`config.mk`:
```
export PLATFORM = sky130hd
export DESIGN_NAME = time_keeper
export DESIGN_NICKNAME = d
export VERILOG_FILES = /design/src/rtl/time_keeper.sv
export SDC_FILE = /design/constraint.sdc
export NUM_CORES = 1
export LEC_CHECK = 0
export CORE_MARGIN = 1.5
export CORE_UTILIZATION = 50
export DETAILED_ROUTE_END_ITERATION = 6
export GPL_ROUTABILITY_DRIVEN = 1
export PLACE_DENSITY = 0.85
export SLEW_MARGIN = 20
export SYNTH_ARGS = -nofsm -noshare
export SYNTH_HDL_FRONTEND = slang
export SYNTH_SLANG_ARGS = --single-unit
export TNS_END_PERCENT = 20
```
`constraint.sdc`:
```
create_clock -name clk -period 2.39 [get_ports clk]
set_clock_uncertainty 0.15 [all_clocks]
set_input_delay 0.239 -clock clk [delete_from_list [all_inputs] [get_ports clk]]
set_output_delay 0.239 -clock clk [all_outputs]
set_load 0.05 [all_outputs]
```
`src/rtl/time_keeper.sv`:
```
// rtl/time_keeper.sv - BCD hours/minutes/seconds timekeeper with button-driven set mode
module time_keeper #(
  parameter bit FORMAT_24H = 1'b1
) (
  input  logic       clk,
  input  logic       rst_n,
  input  logic       tick_1hz,
  input  logic       blink,
  input  logic       btn_mode,
  input  logic       btn_inc,
  output logic [7:0] hour_bcd,
  output logic [7:0] min_bcd,
  output logic [7:0] sec_bcd,
  output logic       pm,
  output logic [1:0] mode,
  output logic       blank_hr,
  output logic       blank_min,
  output logic       day_tick
);

  typedef enum logic [1:0] {
    RUN     = 2'd0,
    SET_HR  = 2'd1,
    SET_MIN = 2'd2,
    ILLEGAL = 2'd3
  } mode_t;

  // 12-hour clocks start at 12 AM, 24-hour clocks at 00.
  localparam logic [7:0] HOUR_RESET = FORMAT_24H ? 8'h00 : 8'h12;

  mode_t      state_q, state_d;
  logic [7:0] hour_q, hour_d;
  logic [7:0] min_q, min_d;
  logic [7:0] sec_q, sec_d;
  logic       pm_q, pm_d;
  logic       day_q, day_d;

  // Add one to a packed-BCD pair; the caller handles the field's wrap point.
  function automatic logic [7:0] bcd_inc(input logic [7:0] v);
    if (v[3:0] == 4'd9)
      return {v[7:4] + 4'd1, 4'd0};
    else
      return {v[7:4], v[3:0] + 4'd1};
  endfunction

  // Advance the hour field, returning {pm, hour}; shared by RUN carry and SET_HR.
  function automatic logic [8:0] hour_step(input logic [7:0] h, input logic p);
    if (FORMAT_24H)
      return {1'b0, (h == 8'h23) ? 8'h00 : bcd_inc(h)};
    else if (h == 8'h12)
      return {p, 8'h01};
    else if (h == 8'h11)
      return {~p, 8'h12};
    else
      return {p, bcd_inc(h)};
  endfunction

  // Next-state and next-time logic; mode changes take priority over tick and increment.
  always_comb begin
    state_d = state_q;
    hour_d  = hour_q;
    min_d   = min_q;
    sec_d   = sec_q;
    pm_d    = pm_q;
    day_d   = 1'b0;
    case (state_q)
      RUN: begin
        if (btn_mode) begin
          state_d = SET_HR;
          sec_d   = 8'h00;
        end else if (tick_1hz) begin
          if (sec_q == 8'h59) begin
            sec_d = 8'h00;
            if (min_q == 8'h59) begin
              min_d          = 8'h00;
              {pm_d, hour_d} = hour_step(hour_q, pm_q);
              day_d          = FORMAT_24H ? (hour_q == 8'h23) : (hour_q == 8'h11 && pm_q);
            end else begin
              min_d = bcd_inc(min_q);
            end
          end else begin
            sec_d = bcd_inc(sec_q);
          end
        end
      end
      SET_HR: begin
        if (btn_mode)
          state_d = SET_MIN;
        else if (btn_inc)
          {pm_d, hour_d} = hour_step(hour_q, pm_q);
      end
      SET_MIN: begin
        if (btn_mode)
          state_d = RUN;
        else if (btn_inc)
          min_d = (min_q == 8'h59) ? 8'h00 : bcd_inc(min_q);
      end
      default: state_d = RUN;
    endcase
  end

  // State and time registers with asynchronous clear.
  always_ff @(posedge clk or negedge rst_n) begin
    if (!rst_n) begin
      state_q <= RUN;
      hour_q  <= HOUR_RESET;
      min_q   <= 8'h00;
      sec_q   <= 8'h00;
      pm_q    <= 1'b0;
      day_q   <= 1'b0;
    end else begin
      state_q <= state_d;
      hour_q  <= hour_d;
      min_q   <= min_d;
      sec_q   <= sec_d;
      pm_q    <= pm_d;
      day_q   <= day_d;
    end
  end

  assign hour_bcd  = hour_q;
  assign min_bcd   = min_q;
  assign sec_bcd   = sec_q;
  assign pm        = pm_q;
  assign mode      = state_q;
  assign day_tick  = day_q;
  assign blank_hr  = (state_q == SET_HR) & blink;
  assign blank_min = (state_q == SET_MIN) & blink;

endmodule

```
==> flow_summary.yaml <==
status:
  outcome: "finished, final reports clean"
drt:
  wl_per_cell_um: 14.1
  drt-pass1-iter-count: 4
  wl_um: 3400
  num_vias: 1339
  viasPerCell: 5.56
  ant_nets: 0
  drt_iter0_markers: 45
  drc_errors: 0
yosys:
  seq_area_frac_synth_pct: 41.4
  syn_area_um2: 1630
  ys.flop_type: "dfrtp_1"
  syn_nets: 180
  ys.warnings.count: 0
  ys_types: 45
  synthCells: 162
  synth-seq-cells: 27
  yosysTopAreaCell: "dfrtp_1"
  synth_edf_count: 0
  synth.top_cell.area_share_pct: 41.4
  synth_area_leaders: "dfrtp_1 41%, ha_1 9.2%, mux2_2 3.5%"
  avgSynthCellArea_um2: 10.1
  async_reset_ff_share_pct: 100
timing:
  maxSlewViolCount: 0
  fin_tns_setup_ns: 0
  tightestPinTransition_ns: 0.518
  setup_viol: 0
  hold_violations: 0
  grt_setup_unrepaired: "false"
  post-route-period-util_pct: 94.0
  fmax_mhz: 445
  maxSlewHeadroom_pct: 65.1
  period_needed_ns: 2.25
worst_setup_path:
  cp-end-kind: "output port"
  r2r_start: "sec_bcd[5]$_DFFE_PN0P_"
  r2r_end: "hour_bcd[2]$_DFFE_PN0P_"
  r2r_slack_ns: 0.22
  critPathBufInv: 1
  crit_fanout: 11
  crit_arrival_ns: 1.86
  start_kind: "flop"
  cp_top_family: "buffers and inverters"
  cpPeakStageDelay_ns: 0.89
  cpMaxStageDelayCell: "clkdlybuf4s50_1"
  worstRegToRegCells: 6
  worstPathRequired_ns: 2.00
  worstPathCellList: "clkdlybuf4s50_1"
  worstSetupPathType: "flop to output port"
job:
  maxCapViolations: 0
global_routing:
  track_usage_pct: 20.8
  grt_max_degree: 28
  overflow: 0
  grt_pass1_vias: 1314
  grt_pass1_wl_um: 5710
  antenna_found_initial: 0
place:
  dp_hpwl_um: 2570
  dpl-instance-area_um2: 2010
  gp_congestion: 0.803
  io_buffers: 34
pwr:
  irDropWorstVdd_mv: 0.599
  leakagePower_nw: 0.894
  power_w: 0.00229
  powerDensity_nw_per_um2: 1120
floorplan:
  pin_count: 36
  fp.dieArea_um2: 3620
  initial_core_util_pct: 53.0
  core-area_um2: 3080
  die_y_um: 60.1
  die_w_um: 60.1
  row_count: 20
clocking:
  clkLatencyLatePin_ns: 0.33
  cts_hold_buf: 0
  path_clk_slew_ns: 0.16
  cts_root_buffer: "clkbuf_4"
  ctsResizeCount: 0
  cts_tree: "built"
  numCtsBuffers: 3
  cts_sinks: 27
  cts_setup_buffers: 0
  htreeDepth: 1
  cts_buffer_depth: 2
finish:
  area_growth_pct: 24.9
  drive_above_1_share_pct: 11.2
  diodes: 0
  final_cell_area_um2: 2040
  nets: 216
hold_path:
  hold_class: "input port to async pin"
-- flip-flops by register name, indices dropped and copies added (netlist names) --
| name | flops |
|---|---|
| hour_bcd | 8 |
| mode | 2 |
| sec_bcd | 8 |
| min_bcd | 8 |
| day_tick | 1 |
-- worst max path at each step --
stage / start / endpoint / depth (start not counted)
final: mode[0]$_DFFE_PN0P_ / mode[0] / 1
after global routing: mode[0]$_DFFE_PN0P_ / mode[0] / 1
after CTS: mode[0]$_DFFE_PN0P_ / mode[0] / 1
after detailed placement: btn_mode / sec_bcd[7]$_DFFE_PN0P_ / 4
after global placement: btn_mode / sec_bcd[7]$_DFFE_PN0P_ / 4
after floorplan: min_bcd[0]$_DFFE_PN0P_ / hour_bcd[2]$_DFFE_PN0P_ / 6
-- power breakdown --
group	switching, W	internal, W	leakage, nW	total, W
clock	0.000138	0.0000627	0.0177	0.000201
sequential	0.000219	0.000582	0.349	0.000802
combinational	0.000815	0.000469	0.527	0.00128
-- cell usage in the layout, fill, tap and decap left out, drive strengths merged --
cell type / synthesis / final
o31ai: 6 / 6
a211o: 2 / 2
and4bb: 1 / 1
nand2b: 2 / 2
dfrtp: 27 / 27
a31oi: 1 / 1
or2: 1 / 1
ha: 12 / 12
a21o: 4 / 4
or4b: 2 / 2
a41oi: 1 / 1
xnor2: 2 / 2
a21oi: 4 / 4
o2bb2ai: 1 / 1
nor2b: 3 / 3
nor3b: 2 / 2
o21ai: 12 / 12
and2: 1 / 1
xor2: 2 / 2
and4b: 1 / 1
mux2: 5 / 5
inv: 8 / 8
o211ai: 1 / 1
nand2: 11 / 11
or3: 2 / 2
nor4: 3 / 3
nor4b: 3 / 3
clkbuf: 3 / 3
clkdlybuf4s50: 0 / 32
o31a: 1 / 1
nand3b: 3 / 3
buf: 4 / 6
nor3: 4 / 4
nand4: 2 / 2
conb: 1 / 1
clkinv: 0 / 1
nor2: 11 / 11
mux2i: 1 / 1
nand3: 7 / 7
and3b: 5 / 5
-- Yosys cell counts, drive strengths merged, types with 2 or more instances --
master / n
dfrtp: 27
ha: 12
o21ai: 12
nand2: 11
nor2: 11
inv: 8
nand3: 7
o31ai: 6
and3b: 5
mux2: 5
a21o: 4
a21oi: 4
buf: 4
nor3: 4
clkbuf: 3
nand3b: 3
nor2b: 3
nor4: 3
nor4b: 3
a211o: 2
nand2b: 2
nand4: 2
nor3b: 2
or3: 2
or4b: 2
xnor2: 2
xor2: 2
-- layer usage --
metal	track usage, %	vias up	routed length [µm]
met3	3.03	2	142
met2	35.9	41	1740
met5	0	-	0
met4	6.98	0	17
met1	26.5	643	1500
li1	-	653	-
-- logic make-up (layout without fill, tap and decap cells) --
logic type,Yosys count,after routing,synth area share (%)
compound gates,33,33,13.8
xor+xnor,4,4,2.15
fa+ha+maj,12,12,9.20
buf+inv,15,50,4.68
flops,27,27,41.4
mux,6,6,4.06
other cells,1,1,0.230
simple gates,64,64,24.5
-- area by class of cell --
cell class / count / area, µm²
Clock buffer: 3 / 22.5
Clock inverter: 1 / 5.00
Fill cell: 250 / 1040
Inverter: 8 / 30.0
Multi-Input combinational cell: 120 / 885
Sequential cell: 27 / 676
Tap cell: 44 / 55.1
Timing Repair Buffer: 38 / 365
-- per-stage QoR --
| step | util, % | setup slack (ns) | cells | hold slack, ns |
|---|---|---|---|---|
| CTS | 66.2 | 0.106 | 241 | 0.112 |
| floorplan | - | 0.0359 | 162 | -0.207 |
| global placement | 65.3 | 0.0987 | 237 | 0.345 |
| global route | 66.2 | 0.0269 | 241 | 0.126 |
| detailed placement | 65.3 | 0.0107 | 237 | 0.357 |
| finish | 66.2 | 0.143 | 241 | 0.107 |
No activity file was read; power rests on OpenSTA's default activity.
